File: src/rtl/wire_alu_seq.sv
// wire_alu_seq: per-channel sequential add/sub/accumulate/clear engine with sticky overflow flags
module wire_alu_seq #(
  parameter int WIDTH = 16,
  parameter int NCH   = 4
) (
  input  logic                 ti_clk,
  input  logic                 ti_rst_n,
  input  logic                 start,
  input  logic [1:0]           mode,
  input  logic                 sat_en,
  input  logic                 ovf_clr,
  input  logic [NCH*WIDTH-1:0] op_a,
  input  logic [NCH*WIDTH-1:0] op_b,
  output logic [NCH*WIDTH-1:0] result,
  output logic [NCH-1:0]       ovf,
  output logic                 busy,
  output logic                 done
);
  localparam int CW = NCH > 1 ? $clog2(NCH) : 1;
  localparam logic [1:0] IDLE = 2'd0, RUN = 2'd1, DONE = 2'd2;
  localparam logic [1:0] M_SUB = 2'd1, M_ACC = 2'd2, M_CLR = 2'd3;
  logic [1:0]           r_state, r_mode;
  logic [CW-1:0]        r_cnt;
  logic                 r_sat;
  logic [NCH*WIDTH-1:0] r_a, r_b, r_result;
  logic [NCH-1:0]       r_ovf, w_wr, w_set;
  logic [WIDTH-1:0]     w_a, w_b, w_r, w_new;
  logic [WIDTH:0]       w_ext;
  logic                 w_of, w_last;
  always_comb begin
    w_a  = '0;
    w_b  = '0;
    w_r  = '0;
    w_wr = '0;
    for (int i = 0; i < NCH; i++)
      if (r_cnt == i[CW-1:0]) begin
        w_a     = r_a[i*WIDTH +: WIDTH];
        w_b     = r_b[i*WIDTH +: WIDTH];
        w_r     = r_result[i*WIDTH +: WIDTH];
        w_wr[i] = r_state == RUN;
      end
  end
  // ACC adds the live result register of the active channel, not a snapshot
  assign w_ext  = r_mode == M_SUB ? {1'b0, w_a} - {1'b0, w_b} :
                  r_mode == M_ACC ? {1'b0, w_r} + {1'b0, w_a} : {1'b0, w_a} + {1'b0, w_b};
  assign w_of   = w_ext[WIDTH] && r_mode != M_CLR;
  assign w_new  = r_mode == M_CLR ? '0 :
                  (w_of && r_sat) ? {WIDTH{r_mode != M_SUB}} : w_ext[WIDTH-1:0];
  assign w_set  = w_of ? w_wr : '0;
  assign w_last = r_cnt == CW'(NCH - 1);
  always_ff @(posedge ti_clk or negedge ti_rst_n) begin
    if (!ti_rst_n) begin
      r_state  <= IDLE;
      r_cnt    <= '0;
      r_mode   <= '0;
      r_sat    <= 1'b0;
      r_a      <= '0;
      r_b      <= '0;
      r_result <= '0;
      r_ovf    <= '0;
    end else begin
      r_ovf <= (ovf_clr ? '0 : r_ovf) | w_set;
      for (int i = 0; i < NCH; i++)
        if (w_wr[i]) r_result[i*WIDTH +: WIDTH] <= w_new;
      if (r_state == IDLE && start) begin
        r_a     <= op_a;
        r_b     <= op_b;
        r_mode  <= mode;
        r_sat   <= sat_en;
        r_cnt   <= '0;
        r_state <= RUN;
      end else if (r_state == RUN) begin
        r_cnt   <= r_cnt + 1'b1;
        r_state <= w_last ? DONE : RUN;
      end else if (r_state == DONE) begin
        r_state <= IDLE;
      end
    end
  end
  assign result = r_result;
  assign ovf    = r_ovf;
  assign busy   = r_state != IDLE;
  assign done   = r_state == DONE;
endmodule
File: config.mk
export PLATFORM = sky130hd
export DESIGN_NAME = wire_alu_seq
export DESIGN_NICKNAME = d
export VERILOG_FILES = /design/src/rtl/wire_alu_seq.sv
export SDC_FILE = /design/constraint.sdc
export NUM_CORES = 1
export LEC_CHECK = 0
export CAP_MARGIN = 20
export CORE_ASPECT_RATIO = 0.6
export CORE_UTILIZATION = 35
export CTS_BUF_LIST = sky130_fd_sc_hd__clkbuf_2
export CTS_CLUSTER_DIAMETER = 40
export CTS_CLUSTER_SIZE = 12
export DETAILED_ROUTE_END_ITERATION = 6
export PLACE_DENSITY = 0.56
export SLEW_MARGIN = 20
export SYNTH_ARGS = -nofsm -noshare
export SYNTH_HDL_FRONTEND = slang
export SYNTH_SLANG_ARGS = --single-unit
File: constraint.sdc
create_clock -name ti_clk -period 4.35 [get_ports ti_clk]
set_input_delay 0.87 -clock ti_clk [delete_from_list [all_inputs] [get_ports ti_clk]]
set_output_delay 0.87 -clock ti_clk [all_outputs]
set_load 0.02 [all_outputs]
==> parameters.txt <==
Parameter                              Value

Detailed routing
  Detailed-route wire length    37400 um
  Average routed wire per standard cell    slightly above 20 um
  Pre-Repair DR Iteration Count    5
  Total number of vias    9605
  Count of nets left with antenna violations after detail routing    0
  DRC viols    0
  Iter 0 DRT Violations    790
  Ratio of routed vias to standard cells    between 5 and 6

Logic synthesis
  Synth Area in Adders    approximately 2.9%
  Post-synth EDFFs    0
  Post-synthesis instance area    between 10000 and 15000 um^2
  Post-synthesis cell count    1040
  Mean instance size in the synthesized netlist    10.5 um^2
  Compound-gate portion of the synthesized area    between 10% and 20%
  Cell type with the largest total area after synthesis    sky130_fd_sc_hd__dfrtp_1
  Seq/Total Area, Yosys    46.5%
  Synth Register Bits    203
  Async set-reset flop share out of synthesis    between 90% and 100%
  Cell types with the largest area share after synthesis    sky130_fd_sc_hd__dfrtp_1, sky130_fd_sc_hd__mux2_2, sky130_fd_sc_hd__a31oi_1, sky130_fd_sc_hd__nand2_1, sky130_fd_sc_hd__nor2_1
  Portion of synthesized cell area occupied by the leading cell type    between 40% and 50%
  Post-synthesis xor/xnor area fraction    1.69%
  Net count after synthesis    1200
  Post-synthesis mux area share    14.5%
  Count of different cell masters after synthesis    just under 80
  Post-Synth Simple-Gate Area    12.0%
  Main combinational cell family by area after synthesis    compound AO/OA/AOI/OAI gates
  Syn. warnings    0
  Dominant register cell in the synthesized netlist    sky130_fd_sc_hd__dfrtp_1

Timing
  Worst Tran Pin Value    1.30 ns
  Final-layout worst hold slack    0.527 ns
  Final worst path period need    between 4 and 5 ns
  Count of endpoints failing hold in the final timing report    0
  Accumulated negative setup slack    -24.66 ns
  Setup repair after global routing missed its margin    yes
  Final WS setup    -0.431 ns
  Slew margin rel.    13.6%
  Count of pins over their slew limit    0
  Part of the cycle the worst path needs    110%
  Max Clock Freq    0.209 GHz
  Worst Clk Skew    approximately 0.099 ns
  Final setup fails    68

Final layout
  Leading cell type in the layout, fill and taps excluded    sky130_fd_sc_hd__clkdlybuf4s50_1
  Fraction of layout cells with a size suffix above 1    34.4%
  Area Overhead vs Synth    44.8%
  Final Cell Area    15800 um^2
  Filler Cell Count    2817
  Nets    1563
  Sequential cell area    roughly 5100 um^2
  Number of non-filler instances in the completed layout    about 1800
  Footprint of the multi-input gates    approximately 6000 um^2
  Leading cell types in the layout, fill and taps excluded    sky130_fd_sc_hd__clkdlybuf4s50_1, sky130_fd_sc_hd__dfrtp_1, sky130_fd_sc_hd__buf_4

Clocking
  Clock tree from TritonCTS    built
  Number of levels the H-tree was split into    1
  Sinks on Clock Net    roughly 200
  Buffer levels on the longest clock path    3
  Clock root cell    sky130_fd_sc_hd__clkbuf_2
  Clock insertion delay at the later pin of the skew report    0.93 ns
  Clock slew at the register clock pins of the worst setup and hold paths    0.19 ns
  Clock buffers created by TritonCTS    27

Setup path
  Nature of the critical path startpoint    flop
  Data arrival, critical path    5.62 ns
  Worst setup path category    flop to flop
  Crit path capture type    flop
  Required time of the critical path    5.19 ns
  Crit Path Max Fanout    22
  Internal reg-to-reg setup slack    -0.43 ns

Floorplan
  Full die area    31900 um^2
  Horizontal die dimension    230 um
  Number of ports placed on the die boundary    between 200 and 250
  Core area    ~30000 um^2
  Die extent in y    about 140 um
  FP Rows    49
  Initial Utilization    36.0%

Placed design
  Routability cong.    0.911
  # placed instances    about 1800
  Buffers on Ports    204
  Total half-perimeter wirelength after legalization and detailed placement    28100 um
  Post-Place Cell Area    14700 um^2

Global routing
  Largest net degree at the start of global routing    97
  Global-route wire length before repair    56400 um
  GRT Util Overall    22.9%
  Global route total overflow    0
  Via count of the first global-routing pass    9330
  Initial antenna violation count    1

Run status
  Violated checks    negative setup slack
  Outcome    finished, violations left

Worst hold path
  Class of the worst hold path    flop to flop

Pwr
  Leak Pwr    0.00707 uW
  Power density cells    197 nW/um^2
  Pwr Total    3120 uW
  Worst vdd rail ir drop    about 0.00013 V

Job
  Maximum capacitance violations    0
==> what timing repair did <==
action | 4_1_cts | 5_1_grt
pin swaps | 35 | 23
gates cloned | 1 | 2
hold buffers | 1 | 0
setup buffers | 15 | 9
endpoints found under the hold margin | 44 | 0
endpoints found under the setup margin | 68 | 68
resized for setup | 41 | 53
==> state kept, by name, summed over array words and instances (netlist names) <==
signal,flops
r_mode,2
r_sat,1
result,64
r_a,64
ovf,4
r_b,64
r_state,2
r_cnt,2
==> area by class of cell <==
class                      instances  share of cell area [%]
antenna                            1                  0.0158
multi-input combinational        737                    37.9
inverter                          25                   0.649
clock inverter                    15                   0.871
clock buffer                      30                   0.950
timing repair buffer             409                    24.2
sequential                       203                    32.2
tap                              408                    3.23
==> synth_stat cells, types with 3 or more instances <==
| library cell | instances |
|---|---|
| sky130_fd_sc_hd__a311o_1 | 3 |
| sky130_fd_sc_hd__a2111oi_0 | 3 |
| sky130_fd_sc_hd__nor2_1 | 82 |
| sky130_fd_sc_hd__buf_1 | 9 |
| sky130_fd_sc_hd__mux2_2 | 133 |
| sky130_fd_sc_hd__a211oi_2 | 4 |
| sky130_fd_sc_hd__nand3_1 | 6 |
| sky130_fd_sc_hd__nor2b_1 | 9 |
| sky130_fd_sc_hd__o21ai_1 | 15 |
| sky130_fd_sc_hd__o22ai_1 | 13 |
| sky130_fd_sc_hd__o21a_1 | 10 |
| sky130_fd_sc_hd__nand2_1 | 96 |
| sky130_fd_sc_hd__or3_1 | 4 |
| sky130_fd_sc_hd__dfrtp_1 | 203 |
| sky130_fd_sc_hd__o31a_1 | 3 |
| sky130_fd_sc_hd__buf_2 | 11 |
| sky130_fd_sc_hd__nand4_1 | 3 |
| sky130_fd_sc_hd__clkbuf_1 | 38 |
| sky130_fd_sc_hd__o221ai_1 | 4 |
| sky130_fd_sc_hd__mux2i_1 | 4 |
| sky130_fd_sc_hd__nand3b_1 | 18 |
| sky130_fd_sc_hd__and2_1 | 13 |
| sky130_fd_sc_hd__buf_4 | 8 |
| sky130_fd_sc_hd__a221o_1 | 16 |
| sky130_fd_sc_hd__xnor2_1 | 12 |
| sky130_fd_sc_hd__inv_1 | 24 |
| sky130_fd_sc_hd__ha_1 | 24 |
| sky130_fd_sc_hd__nand2b_1 | 12 |
| sky130_fd_sc_hd__xor2_1 | 9 |
| sky130_fd_sc_hd__a21oi_1 | 51 |
| sky130_fd_sc_hd__o21ai_0 | 44 |
| sky130_fd_sc_hd__nor3_1 | 5 |
| sky130_fd_sc_hd__buf_6 | 9 |
| sky130_fd_sc_hd__o2111ai_1 | 5 |
| sky130_fd_sc_hd__a221oi_1 | 10 |
| sky130_fd_sc_hd__o211ai_1 | 19 |
| sky130_fd_sc_hd__a31oi_1 | 58 |
==> power by group <==
group | leakage [uW] | internal [uW] | switching, uW | total, uW
sequential | 0.00282 | 1890 | 0.0000000000000848 | 1890
clock | 0.000174 | 288 | 767 | 1060
combinational | 0.00408 | 109 | 60.6 | 170
==> kinds of logic after synthesis <==
group	Yosys count
AOI/OAI and AO/OA	284
adders and majority gates	25
muxes	140
xor gates and xnor gates	21
and+or+nand+nor	267
DFF	203
buffers and inverters	100
==> critical path: stages, from the launching register on <==
cell and delay (ns):
sky130_fd_sc_hd__dfrtp_2 0.49, sky130_fd_sc_hd__buf_6 0.13, sky130_fd_sc_hd__ha_4 0.17, sky130_fd_sc_hd__buf_12 0.15, sky130_fd_sc_hd__a21oi_2 0.12, sky130_fd_sc_hd__a2bb2oi_1 0.10, sky130_fd_sc_hd__mux4_2 0.55, sky130_fd_sc_hd__nand4b_4 0.23
sky130_fd_sc_hd__nor3_4 0.24, sky130_fd_sc_hd__nand2_1 0.09, sky130_fd_sc_hd__xnor2_1 0.13, sky130_fd_sc_hd__mux2i_1 0.23, sky130_fd_sc_hd__ha_1 0.29, sky130_fd_sc_hd__or3_1 0.37, sky130_fd_sc_hd__o211ai_1 0.14, sky130_fd_sc_hd__nor3b_4 0.27
sky130_fd_sc_hd__o2bb2ai_4 0.18, sky130_fd_sc_hd__and3_4 0.26, sky130_fd_sc_hd__a21oi_4 0.06, sky130_fd_sc_hd__buf_12 0.16, sky130_fd_sc_hd__buf_12 0.15, sky130_fd_sc_hd__a31oi_1 0.17
==> path summary, 6_finish.rpt <==
| path | start | to | depth (start not counted) |
|---|---|---|---|
| max | r_cnt[0] | result[9] | 21 |
| min | r_a[38] | r_a[38] | 1 |
| max reg2reg | r_cnt[0] | result[9] | 21 |
| min reg2reg | r_a[38] | r_a[38] | 1 |
| max in group asynchronous | ti_rst_n | r_a[52] | 3 |
| min in group asynchronous | ti_rst_n | result[10] | 2 |
==> per-stage QoR <==
step / utilization, % / setup slack, ns
2_1_floorplan: - / -0.112
3_3_place_gp: 48.4 / -0.431
3_5_place_dp: 48.4 / -0.448
4_1_cts: 50.5 / -0.378
5_1_grt: 52.2 / -0.587
6_report: 52.2 / -0.431
==> layer usage <==
layer	global-route usage [%]	part of all wire, %
met4	3.59	1.5
met1	37.4	53
met5	0	0
met3	4.71	6.2
met2	30.6	39
No activity file was read; power rests on OpenSTA's default activity.
